**src/rtl/register_file_onehot.sv**
```systemverilog
// register_file_onehot: 32 x WIDTH register file with a one-hot write port,
// two registered read ports, write-to-read bypass and a sticky illegal-select flag.
module register_file_onehot #(
    parameter int WIDTH    = 32,
    parameter int ZERO_REG = 1,
    parameter int BYPASS   = 1
) (
    input  logic             clk,
    input  logic             reset,
    input  logic             wr_en,
    input  logic [31:0]      wr_sel,
    input  logic [WIDTH-1:0] wr_data,
    input  logic [4:0]       rd_addr_a,
    input  logic [4:0]       rd_addr_b,
    output logic [WIDTH-1:0] rd_data_a,
    output logic [WIDTH-1:0] rd_data_b,
    output logic             sel_err,
    output logic [7:0]       wr_count
);
    logic [WIDTH-1:0] r_regs [32];
    logic             w_onehot;
    logic             w_legal;
    logic             w_illegal;
    logic [WIDTH-1:0] w_next_a;
    logic [WIDTH-1:0] w_next_b;
    // wr_en gates everything so an X or multi-hot select is harmless while idle
    always_comb begin
        w_onehot  = (wr_sel != 32'd0) && ((wr_sel & (wr_sel - 32'd1)) == 32'd0);
        w_legal   = wr_en && w_onehot;
        w_illegal = wr_en && !w_onehot;
        w_next_a  = (ZERO_REG != 0 && rd_addr_a == 5'd0) ? '0 :
                    (BYPASS != 0 && w_legal && wr_sel[rd_addr_a]) ? wr_data : r_regs[rd_addr_a];
        w_next_b  = (ZERO_REG != 0 && rd_addr_b == 5'd0) ? '0 :
                    (BYPASS != 0 && w_legal && wr_sel[rd_addr_b]) ? wr_data : r_regs[rd_addr_b];
    end
    always_ff @(posedge clk) begin
        if (reset) begin
            for (int i = 0; i < 32; i++) r_regs[i] <= '0;
            rd_data_a <= '0;
            rd_data_b <= '0;
            sel_err   <= 1'b0;
            wr_count  <= 8'd0;
        end else begin
            for (int i = 0; i < 32; i++)
                if (w_legal && wr_sel[i] && !(ZERO_REG != 0 && i == 0)) r_regs[i] <= wr_data;
            rd_data_a <= w_next_a;
            rd_data_b <= w_next_b;
            if (w_illegal) sel_err <= 1'b1;
            if (w_legal) wr_count <= wr_count + 8'd1;
        end
    end
endmodule
```
**config.mk**
```make
export PLATFORM = sky130hd
export DESIGN_NAME = register_file_onehot
export DESIGN_NICKNAME = d
export VERILOG_FILES = /design/src/rtl/register_file_onehot.sv
export SDC_FILE = /design/constraint.sdc
export NUM_CORES = 2
export LEC_CHECK = 0
export CORE_MARGIN = 3
export CORE_UTILIZATION = 49
export CTS_BUF_LIST = sky130_fd_sc_hd__clkbuf_4 sky130_fd_sc_hd__clkbuf_8
export DETAILED_ROUTE_END_ITERATION = 8
export PLACE_DENSITY = 0.71
export SETUP_SLACK_MARGIN = 0.3
export SYNTH_ARGS = -nofsm -noshare
export SYNTH_HDL_FRONTEND = slang
export SYNTH_SLANG_ARGS = --single-unit
```
**constraint.sdc**
```tcl
create_clock -name clk -period 6.5 [get_ports clk]
set_clock_uncertainty 0.2 [all_clocks]
set_input_delay 0.65 -clock clk [delete_from_list [all_inputs] [get_ports clk]]
set_output_delay 0.65 -clock clk [all_outputs]
set_load 0.01 [all_outputs]
```
* Word level (Yosys, flattened, before mapping) *
Memory sizes are Yosys's and may differ from the RTL's.
Cells that the tools add are included.

storage, ports and cells
  memories = 1
  bits in writable memories = 1024
  output and inout port bits = 73
  register bits after elaboration = 73
  input port bits = 77
  logic and storage cells = 216

cells by class
  bitwise operators = 32
  reduce and logical (&&, ||, !) cells = 43
  magnitude comparators = 2
  add/subtract/negate cells = 2
  multiplexer cells = 132

memory list
  name    words  width  rd ports  clocked after memory_dff  wr ports  RTL line  source
  r_regs  32     32     2         0                         32        20        logic [WIDTH-1:0] r_regs [32];

operators by type and width
  cell                                                         number
  two-way mux 32 bit                                           33
  two-way mux 1 bit                                            97
  logical AND 1 bit                                            36
  AND 32 bit                                                   1
  zero test 32 bit                                             1
  nonzero test 32 bit                                          1
  subtractor 32 x 1 -> 32 bit (second input constant)          1
  OR 1 bit                                                     31
  less-than comparator 5 x 6 -> 1 bit (second input constant)  2
  binary-select mux 1 bit (select 5 bit)                       2
  zero test 5 bit                                              2
  adder 8 x 1 -> 8 bit (second input constant)                 1
  OR reduction 2 bit                                           2
  zero test 1 bit                                              1

* Longest topological paths before layout *
  word-level depth = 10
  mapped depth = 11
  depth with buffers taken out = 8

* Worst setup path before layout *
No wires, ideal clock.

  path kind = input port to flip-flop
  from = in wr_sel[0]
  to = mem r_regs[23][0] (enable)
  data required time = 5.834 ns
  setup slack = 1.350 ns
  buffers on the path = 0
  library setup time = 0.466 ns
  stages on the path = 7
  data arrival time = 4.484 ns
  path through = or4_1 -> nor2_1 -> a31oi_1 -> nor4_1 -> and4b_1 -> nand2_1 -> o21ai_0

RTL lines
  element      RTL line  source
  from (decl)  11        input logic [31:0] wr_sel,
  to (decl)    20

==> impl_metrics.csv <==
group,metric,value,unit
timing,hold_viol_final,0,
final_layout,final_core_util,56.3,%
setup_path,critPathRequiredTime,6.76,ns
grt,grt_pass1_wl,231000,um
route,via_per_inst,6.83,
logic_synthesis,async_flop_share,0,%
cts,cts_sinks,1065,
final_layout,syn2layout_area_growth,13.0,%
cts,cts-root-buf,"clkbuf_8",
die,die_w,332,um
logic_synthesis,synth_flop_cell,"edfxtp_1",
grt,grt_pass1_vias,33600,
route,vias,32800,
route,dr.pass1.iters,5,
timing,layout_min_cycle_time,4.53,ns
logic_synthesis,ys_top_cells_by_count,"992 x edfxtp_1, 602 x nor2_1, 572 x mux4_2, 193 x clkbuf_1, 127 x nand2_1",
logic_synthesis,synth-edff-count,992,
route,wl,160000,um
setup_path,critPathLaunchType,"primary input",
logic_synthesis,syn_nets,3219,
timing,fin_crit_sh,69.8,%
cts,clkTransAtPathRegs,0.06,ns
cts,worst_skew_pair.late_latency,0.86,ns
logic_synthesis,synth.most_common_cell,"edfxtp_1",
logic_synthesis,yosysSeqAreaShare,60.2,%
logic_synthesis,syn_area_per_cell,16.5,um^2
final_layout,drive_gt1_share,32.3,%
timing,slew-limit-headroom,15.7,%
die,die_area,110000,um^2
logic_synthesis,ys_types,57,
route,drt_iter0_drc,5203,
die,io_pins,150,
final_layout,final_nets,3357,
cts,post_cts_buffers,0,
placed_design,dp_cells,4486,
min_path,hold_class,"in2reg",
route,routedWlPerCell,33.3,um
grt,grt.overflow.total,0,
die,rows,118,
placed_design,dp_hpwl,95300,um
logic_synthesis,ys.warnings.count,0,
route,drc,0,
grt,gr-usage-all-layers,28.9,%
setup_path,critPathMaxFanout,32,
run,max-cap-violations,0,
logic_synthesis,synth_top_area_share,57.3,%
timing,slew_violations,0,
timing,tns,0,ns
placed_design,gp_congestion,0.977,
logic_synthesis,synth_top_cell_by_area,"edfxtp_1",
power_and_ir_drop,pwr_density_cell,278,nW/um^2
power_and_ir_drop,p_leak,19.3,nW
cts,numCtsBuffers,171,
cts,clock_path_buffers,3,
timing,tightest_slew,1.26,ns
final_layout,final_area,58700,um^2
setup_path,critPathKind,"in2reg",
setup_path,cp-end-kind,"register",
placed_design,placed_area,55200,um^2
timing,rsz0062_at_grt,"false",
placed_design,numPortBuffers,149,
cts,htree_levels,4,
power_and_ir_drop,power.total,16.3,mW
grt,grt_start_max_net_pins,140,
logic_synthesis,syn_area,51900,um^2
die,coreArea,104000,um^2
timing,finalSetupViolCount,0,
grt,antenna_found_initial,5,
power_and_ir_drop,vdd.ir_drop.worst,140,uV
setup_path,worstPathArrival,4.79,ns
cts,cts_hold_buf,0,
cts,cts_tree,"done",
final_layout,stdcell_count,4798,
logic_synthesis,synthCells,3141,
cts,cts_resized,0,
route,ant_nets,0,
timing,fmax,221,MHz
logic_synthesis,synth_area_leaders,"edfxtp_1 57%, mux4_2 25%, nor2_1 4.3%",
run_status,run_status,"finished, final reports clean",
die,start_util,49.8,%
die,die_height,332,um
logic_synthesis,ys_ff_latch,1065,
power by group:
part           total (mW)  internal (mW)  switching (mW)
clock network        5.99           3.25            2.73
registers            8.20           7.97           0.230
logic                2.13           1.00            1.13
layout by cell type (no fill, tap or decap), types with 26 or more instances in the layout:
master	synthesis	layout
nand2_2	0	30
inv_1	38	37
buf_4	1	81
a21oi_1	37	37
nand2b_1	26	26
nor2_1	602	602
a22o_1	65	65
clkbuf_4	0	54
dfxtp_1	73	73
o211ai_1	26	26
clkdlybuf4s50_1	0	140
edfxtp_1	992	992
mux4_2	572	572
clkbuf_8	0	188
clkinv_1	1	27
mux2_2	97	97
nand2_1	127	97
mux2i_1	66	66
per-stage QoR:
stage               hold slack [ns]  setup WS (ns)
floorplan                     0.300           1.35
global placement              0.291           1.20
detailed placement            0.291           1.19
CTS                           0.172           2.08
global route                  0.233           1.83
finish                        0.250           1.97
layer usage:
metal / global-route usage (%) / wire length [um]
met5: 0 / 24
met4: 12.6 / 7320
met3: 7.81 / 21000
met2: 43.6 / 73200
met1: 39.9 / 58100
sequential cells by signal, summed over array words and instances (netlist names):
register and count:
r_regs 992, rd_data_a 32, rd_data_b 32, sel_err 1, wr_count 8
critical path, stage by stage:
cell and delay [ns]:
clkdlybuf4s50_1 0.53, or4_1 0.61, maj3_2 0.33, o31ai_1 0.44, or4b_1 0.65, nor4_4 0.45, buf_4 0.30, nand2_1 0.13
nand2_2 0.09, buf_4 0.56
kinds of logic (layout without fill, tap and decap cells):
group           after synthesis  count (layout)  share of synthesized area [%]
other cells                   0               4                              0
xor+xnor                      1               1                         0.0169
simple gates                811             811                           6.33
fa+ha+maj                     3               3                         0.0650
mux                         736             736                           28.2
buf+inv                     322             595                           2.40
compound gates              203             203                           2.83
flops                      1065            1065                           60.2
worst paths after layout:
check,startpoint,to,slack [ns],cells past startpoint
hold reg to reg,sel_err,sel_err,0.30,2
setup / recovery,wr_sel[1],r_regs[7][11],1.97,10
setup reg to reg,r_regs[31][5],rd_data_b[5],3.97,5
hold / removal,wr_data[28],rd_data_a[28],0.25,3
area by class of cell:
class                   count  area [um^2]
inverters                  39          150
fillers                  7866        45700
clock buffers             242         2990
diodes                      4         10.0
repair buffers            248         2500
flip-flops and latches   1065        31300
well taps                1380         1730
clock inverters            66          526
multi-input cells        1754        19600
(Power assumes the default switching activity.)
